==> src/rtl/wm_mac_pkg.sv <==
// Shared types and default widths for the Wallace-multiplier accumulate stage.
package wm_mac_pkg;

  typedef enum logic [1:0] {
    IDLE = 2'd0,
    ACC  = 2'd1,
    OUT  = 2'd2
  } mac_state_e;

  localparam int unsigned PROD_W_DEF = 65;
  localparam int unsigned ACC_W_DEF  = 80;
  localparam int unsigned CNT_W_DEF  = 16;

endpackage

==> src/rtl/wm_mac_add.sv <==
// W-bit adder with carry-out, built from per-bit generate/propagate terms.
module wm_mac_add #(
  parameter int unsigned W = 80
) (
  input  logic [W-1:0] a_i,
  input  logic [W-1:0] b_i,
  output logic [W-1:0] sum_o,
  output logic         cout_o
);

  logic [W-1:0] g;
  logic [W-1:0] p;
  logic [W:0]   c;

  always_comb begin
    g = a_i & b_i;
    p = a_i ^ b_i;
    c = '0;
    // a carry into bit i+1 is generated at i, or propagated through i
    for (int unsigned i = 0; i < W; i++) begin
      c[i+1] = g[i] | (p[i] & c[i]);
    end
    sum_o  = p ^ c[W-1:0];
    cout_o = c[W];
  end

endmodule

==> src/rtl/wm_mac_acc.sv <==
// Dot-product accumulate stage behind the 32x32 Wallace multiplier.
// Optional macro WM_MAC_SAT_EN: clamp the accumulator to all-ones on carry-out.
module wm_mac_acc
  import wm_mac_pkg::*;
#(
  parameter int unsigned PROD_W = PROD_W_DEF,
  parameter int unsigned ACC_W  = ACC_W_DEF,
  parameter int unsigned CNT_W  = CNT_W_DEF
) (
  input  logic              clk,
  input  logic              rst,
  input  logic              prod_valid,
  output logic              prod_ready,
  input  logic [PROD_W-1:0] prod,
  input  logic              prod_last,
  input  logic              abort,
  output logic              result_valid,
  input  logic              result_ready,
  output logic [ACC_W-1:0]  result,
  output logic [CNT_W-1:0]  term_count,
  output logic              ovf
);

  mac_state_e       state_q, state_d;
  logic [ACC_W-1:0] acc_q, acc_d;
  logic [CNT_W-1:0] cnt_q, cnt_d;
  logic             ovf_q, ovf_d;

  logic [ACC_W-1:0] prod_ext;
  logic [ACC_W-1:0] add_sum;
  logic             add_cout;
  logic             accept;

  assign prod_ext = ACC_W'(prod);

  wm_mac_add #(.W(ACC_W)) u_add (
    .a_i    (acc_q),
    .b_i    (prod_ext),
    .sum_o  (add_sum),
    .cout_o (add_cout)
  );

  assign prod_ready   = !rst && !abort && (state_q == IDLE || state_q == ACC);
  assign accept       = prod_valid && prod_ready;
  assign result_valid = (state_q == OUT);
  assign result       = acc_q;
  assign term_count   = cnt_q;
  assign ovf          = ovf_q;

  always_comb begin
    state_d = state_q;
    acc_d   = acc_q;
    cnt_d   = cnt_q;
    ovf_d   = ovf_q;
    if (abort) begin
      state_d = IDLE;
      acc_d   = '0;
      cnt_d   = '0;
      ovf_d   = 1'b0;
    end else begin
      unique case (state_q)
        IDLE: begin
          if (accept) begin
            acc_d   = prod_ext;
            cnt_d   = CNT_W'(1);
            ovf_d   = 1'b0;
            state_d = prod_last ? OUT : ACC;
          end
        end
        ACC: begin
          if (accept) begin
`ifdef WM_MAC_SAT_EN
            acc_d = add_cout ? '1 : add_sum;
`else
            acc_d = add_sum;
`endif
            ovf_d = ovf_q | add_cout;
            cnt_d = (cnt_q == '1) ? cnt_q : cnt_q + 1'b1;
            if (prod_last) state_d = OUT;
          end
        end
        OUT: begin
          if (result_ready) state_d = IDLE;
        end
        default: state_d = IDLE;
      endcase
    end
  end

  always_ff @(posedge clk) begin
    if (rst) begin
      state_q <= IDLE;
      acc_q   <= '0;
      cnt_q   <= '0;
      ovf_q   <= 1'b0;
    end else begin
      state_q <= state_d;
      acc_q   <= acc_d;
      cnt_q   <= cnt_d;
      ovf_q   <= ovf_d;
    end
  end

endmodule

==> config.mk <==
export PLATFORM = sky130hd
export DESIGN_NAME = wm_mac_acc
export DESIGN_NICKNAME = d
export VERILOG_FILES = /design/src/rtl/wm_mac_pkg.sv /design/src/rtl/wm_mac_add.sv /design/src/rtl/wm_mac_acc.sv
export SDC_FILE = /design/constraint.sdc
export NUM_CORES = 1
export LEC_CHECK = 0
export ABC_AREA = 1
export CAP_MARGIN = 15
export CORE_ASPECT_RATIO = 1.1
export CORE_MARGIN = 8
export CORE_UTILIZATION = 32
export DETAILED_ROUTE_END_ITERATION = 12
export PLACE_DENSITY = 0.67
export SLEW_MARGIN = 20
export SYNTH_ARGS = -nofsm -noshare
export SYNTH_HDL_FRONTEND = slang
export SYNTH_SLANG_ARGS = --single-unit
==> constraint.sdc <==
create_clock -name clk -period 32.8 [get_ports clk]
set_clock_uncertainty 0.15 [all_clocks]
set_input_delay 4.92 -clock clk [delete_from_list [all_inputs] [get_ports clk]]
set_output_delay 4.92 -clock clk [all_outputs]
set_load 0.05 [all_outputs]
* Word-level counts from Yosys, hierarchy flattened
Index checks and enable logic that the tools add are counted.
Operators by class: shifts and indexed selects 0, reductions and logical operators 12, mux-type cells 16, divide/modulo/power cells 0, bitwise operators 162, equal/unequal tests 8, $lt $le $gt $ge 0, add/subtract/negate cells 1, $mul 0
Operators by type and width (number):
- $mux 80 | 2
- $pmux 80 s2 | 1
- $and 80x65->80 | 1
- $or 1x1->1 | 80
- $xor 80x65->80 | 1
- $xor 80x80->80 | 1
- $and 1x1->1 | 79
- $mux 16 | 3
- $pmux 16 s2 | 1
- $add 16x1->16 const B | 1
- $eq 16x16->1 const B | 1
- $mux 2 | 5
- $ne 2x2->1 const B | 4
- $reduce_and 4->1 | 2
- $pmux 2 s3 | 1
- $logic_and 1x1->1 | 3
- $reduce_and 3->1 | 1
- $eq 2x1->1 const B | 1
- $eq 2x2->1 const B | 1
- $logic_not 1->1 | 2
- $logic_not 2->1 | 1
- $mux 1 | 2
- $ne 2x1->1 const B | 1
- $pmux 1 s2 | 1
- other kinds (3) | 3
Storage, ports and cells: bits in latches 0, memories 0, memory bits (writable) 0, register bits 99, output and inout port bits 99, word-level logic and storage cells 203, memory bits (read-only) 0, bits of input ports 71

* Longest topological paths before layout
depth in word-level cells 162, gate-level depth with buffers 84, depth with buffers taken out 84

* Modules after synthesis
Synthesis repeated with hierarchy kept, for this count alone.
Unflattened totals: cells, all modules 730, area total of the unflattened synthesis 6165.9 µm²
By module, submodules not included:
- wm_mac_acc | cells an instance 645, area an instance 4553.1 µm², times used 1, seq. area each 1981.9 µm²
- wm_mac_add | cells an instance 85, area an instance 1612.8 µm², times used 1, seq. area each 0.0 µm²

* Least setup slack after synthesis
Ideal clock, no wire load.
path type input-to-reg, start point in prod[0], end point reg acc_q[79], in the netlist result[79], data required time 32.534 ns, setup time 0.116 ns, arrival time 32.281 ns, stages 84, path buffers 0, path slack 0.253 ns, path through ha_1 -> fa_1 -> fa_1 -> fa_1 -> fa_1 -> fa_1 -> fa_1 -> fa_1 -> fa_1 -> fa_1 -> fa_1 -> fa_1 -> fa_1 -> fa_1 -> fa_1 -> fa_1 -> fa_1 -> fa_1 -> [... 48 more ...] -> ha_1 -> ha_1 -> ha_1 -> ha_1 -> ha_1 -> ha_1 -> ha_1 -> ha_1 -> ha_1 -> ha_1 -> ha_1 -> ha_1 -> ha_1 -> ha_1 -> nand3_1 -> nand2_1 -> o21ai_0 -> inv_1
Between the ends: longest elaborated chain between the ends 160
Ends and longest elaborated chain:
- start, declared | line wm_mac_acc.sv:14 | input logic [PROD_W-1:0] prod,
- $and 80x65->80 | line wm_mac_add.sv:16 | g = a_i & b_i;
- $and 1x1->1 | line wm_mac_add.sv:21 | c[i+1] = g[i] | (p[i] & c[i]);
- $or 1x1->1 | line wm_mac_add.sv:21
- $and 1x1->1 | line wm_mac_add.sv:21
- $or 1x1->1 | line wm_mac_add.sv:21
- $and 1x1->1 | line wm_mac_add.sv:21
- $or 1x1->1 | line wm_mac_add.sv:21
- $and 1x1->1 | line wm_mac_add.sv:21
- [... 144 more ...]
- $or 1x1->1 | line wm_mac_add.sv:21
- $and 1x1->1 | line wm_mac_add.sv:21
- $or 1x1->1 | line wm_mac_add.sv:21
- $and 1x1->1 | line wm_mac_add.sv:21
- $or 1x1->1 | line wm_mac_add.sv:21
- $xor 80x80->80 | line wm_mac_add.sv:23 | sum_o = p ^ c[W-1:0];
- $mux 80 | line wm_mac_acc.sv:71 | if (accept) begin
- $pmux 80 s2 | line wm_mac_acc.sv:61 | unique case (state_q)
- end signal, assigned | line wm_mac_acc.sv:93 | acc_q <= '0;
- end signal, assigned | line wm_mac_acc.sv:98 | acc_q <= acc_d;
- end, declared | line wm_mac_acc.sv:25 | logic [ACC_W-1:0] acc_q, acc_d;
No other way between the ends. The select of a mux whose other input is x is not followed. A chain may end at the register's enable or synchronous reset.

* Worst setup path in the final report
Ends and elaborated chain as after synthesis.

==> metrics.csv <==
stage,metric,value,unit
run_status,outcome,finished clean,
floorplanning,coreArea,0.0182,mm²
synthesis,synthFlopType,dfxtp_1,
worst_setup_path,critPathCaptureType,flip-flop,
synthesis,synth_edf_count,0,
worst_setup_path,crit_start,prod[0],
global_route,grt_usage,0.146,
synthesis,synth-seq-cells,99,
worst_setup_path,r2r_slack,5480,ps
sta,finalHoldViolCount,0,
place,io_buffers,169,
clock_network,clk_pin_slew,70,ps
worst_setup_path,cpPeakStageDelay,430,ps
worst_setup_path,crit_fanout,2,
synthesis,syn_inst,693,
route,wl,16.4,mm
global_route,gr-total-overflow,0,
route,drtIter0Drc,210,
layout,num_antenna_cells,0,
sta,worst_slack,781,ps
route,firstDrtPassIters,4,
run,cap_violations,0,
synthesis,synth_area_leaders,"dfxtp_1 (34%), fa_1 (22%), nand2_1 (12%), a31oi_1 (6.9%), o21ai_0 (4.8%)",
synthesis,yosysUniqueCellTypes,33,
synthesis,synth_area_per_cell,8.50,µm²
worst_setup_path,cp_slowest_cell,clkdlybuf4s50_1,
synthesis,syn_area,0.00589,mm²
layout,drive_gt1_frac,0.0871,
worst_setup_path,rr_worst_depth,84,
clock_network,cts_setup_buffers,0,
worst_setup_path,r2r-start,result[0],
floorplanning,pin_count,170,
clock_network,h-tree-depth,3,
pwr,p_leak,0.00322,µW
worst_setup_path,crit_path_start_kind,input pin,
clock_network,insertion_delay,340,ps
route,vias,5237,
pwr,cellPowerDensity,35.2,mW/mm²
clock_network,cts_tree,done,
worst_setup_path,critical_path_required,32880,ps
floorplanning,fp.dieH,158,µm
sta,period_needed,32020,ps
pwr,vdd_ir_drop_max,0.0213,mV
route,via_per_inst,4.84,
global_route,grt_start_max_net_pins,83,
worst_setup_path,critPathKind,input pin to flip-flop,
global_route,grt_pass1_wl,27.6,mm
worst_setup_path,reg2reg_to,result[79],
synthesis,netlist_top_cells_count,"nand2_1 (192), dfxtp_1 (99), a31oi_1 (65)",
synthesis,synthDominantCellAreaShare,0.336,
global_route,first_global_vias,5393,
place,dp.cells,1065,
synthesis,synth_top_area_cell,dfxtp_1,
route,ant_nets,0,
layout,fin_nets,985,
min_path,min_from,ovf,
layout,area_growth_syn_to_layout,37.7,%
min_path,hold_path.class,flip-flop to flip-flop,
floorplanning,rows,52,
place,pre_cts_ws,-1360,ps
route,wl_per_cell,15.2,µm
clock_network,numCtsBuffers,9,
floorplanning,start_util,0.323,
synthesis,synth.most_common_cell,nand2_1,
min_path,min_path_cells,2,
clock_network,cts_root_buf,clkbuf_16,
clock_network,clkSinkCount,99,
sta,rsz0062_at_grt,no,
floorplanning,dieWidth,145,µm
sta,period_share,0.976,
place,hpwlAfterDp,11.8,mm
layout,finalNonFillerCells,1081,
sta,worstMarginPinSlew,794,ps
clock_network,max-clock-path-buffers,2,
route,route.detailed.drc,0,
synthesis,syn_nets,845,
worst_setup_path,critPathArrivalTime,32100,ps
worst_setup_path,crit_top_cell,fa_2,
synthesis,ys_warn_count,0,
sta,tns,0,ps
synthesis,ys_seq_area_frac,0.336,
sta,setup_viol,0,
sta,slew_headroom,0.471,
sta,final_max_slew_viol_count,0,
place,gp_congestion,0.796,
floorplanning,die_area,0.0230,mm²
min_path,hold_end,ovf,
sta,fmax,31.2,MHz
synthesis,ys_async_sr_fraction,0,
global_route,antenna_found_initial,2,
## cells in the final DEF, fill, tap and decap left out, types with 2 or more instances in the layout
cell / count
nand2_1: 192
clkdlybuf4s50_1: 169
dfxtp_1: 99
a31oi_1: 65
o21ai_0: 56
fa_2: 40
o21ai_1: 34
nand3_1: 30
inv_1: 29
nor2_1: 27
fa_1: 24
ha_1: 17
clkbuf_16: 9
a21oi_1: 6
buf_4: 4
nor2_2: 3
nand2_2: 3
nand2_4: 3
nand4_1: 3
and2_1: 3
nor3_1: 2
xor2_1: 2
nor2_4: 2
inv_2: 2
bufinv_16: 2
## cells by family after synthesis
group	after synthesis	synth area share
AND/OR/NAND/NOR	270	0.192
AO/OA/AOI/OAI	164	0.154
flip-flops	99	0.336
adder cells (fa/ha/maj)	81	0.254
buffers and inverters	76	0.0599
XOR/XNOR	3	0.00446
## critical path: cells and delay by family
family | cells | cell delay (ps)
fa+ha+maj | 80 | 26470
buf+inv | 2 | 490
simple gates | 2 | 140
compound gates | 1 | 80
## worst max-delay path by stage
stage / end / slack (ps) / depth (start not counted)
2_1_floorplan: result[79] / 250 / 84
3_3_place_gp: result[79] / -1130 / 85
3_5_place_dp: result[79] / -1360 / 85
4_1_cts: result[79] / 40 / 85
5_1_grt: result[79] / 30 / 85
6_report: result[79] / 780 / 85
## metrics by stage
stage	hold slack, ps	cell area [µm²]	utilization	power [µW]
finish	329	8120	0.445	286
global route	357	8120	0.445	300
CTS	333	8070	0.443	290
detailed placement	317	7690	0.422	170
global placement	311	7690	0.422	169
floorplan	458	5890	-	151
## state kept, by name, summed over array words and instances, names as in the netlist
name / cells
ovf: 1
state_q: 2
result: 80
term_count: 16
## power breakdown
group          total, µW  leakage [µW]  switching [µW]  internal [µW]
clock network        118      0.000156            48.5           69.5
registers            125      0.000801            2.44            122
logic               43.0       0.00226            24.7           18.2
## metal layers
layer	GRT usage	vias up	wire length [µm]
met3	0.0497	18	1140
met5	0	-	31
met2	0.254	125	8040
li1	-	2601	-
met4	0.0382	4	211
met1	0.169	2489	6980
## final cells by class
type,count,area (µm²)
Clock inverter,5,85.1
Fill cell,1805,10100
Tap cell,243,304
Clock buffer,11,243
Multi-Input combinational cell,518,3660
Sequential cell,99,1980
Timing Repair Buffer,173,1720
Inverter,32,121
## repair_timing
item / in CTS / in global routing
resized for setup: 23 / 17
pin swaps: 0 / 0
hold buffers: 0 / 0
endpoints found under the setup margin: 7 / 5
Power figures use the tool's default switching activity.
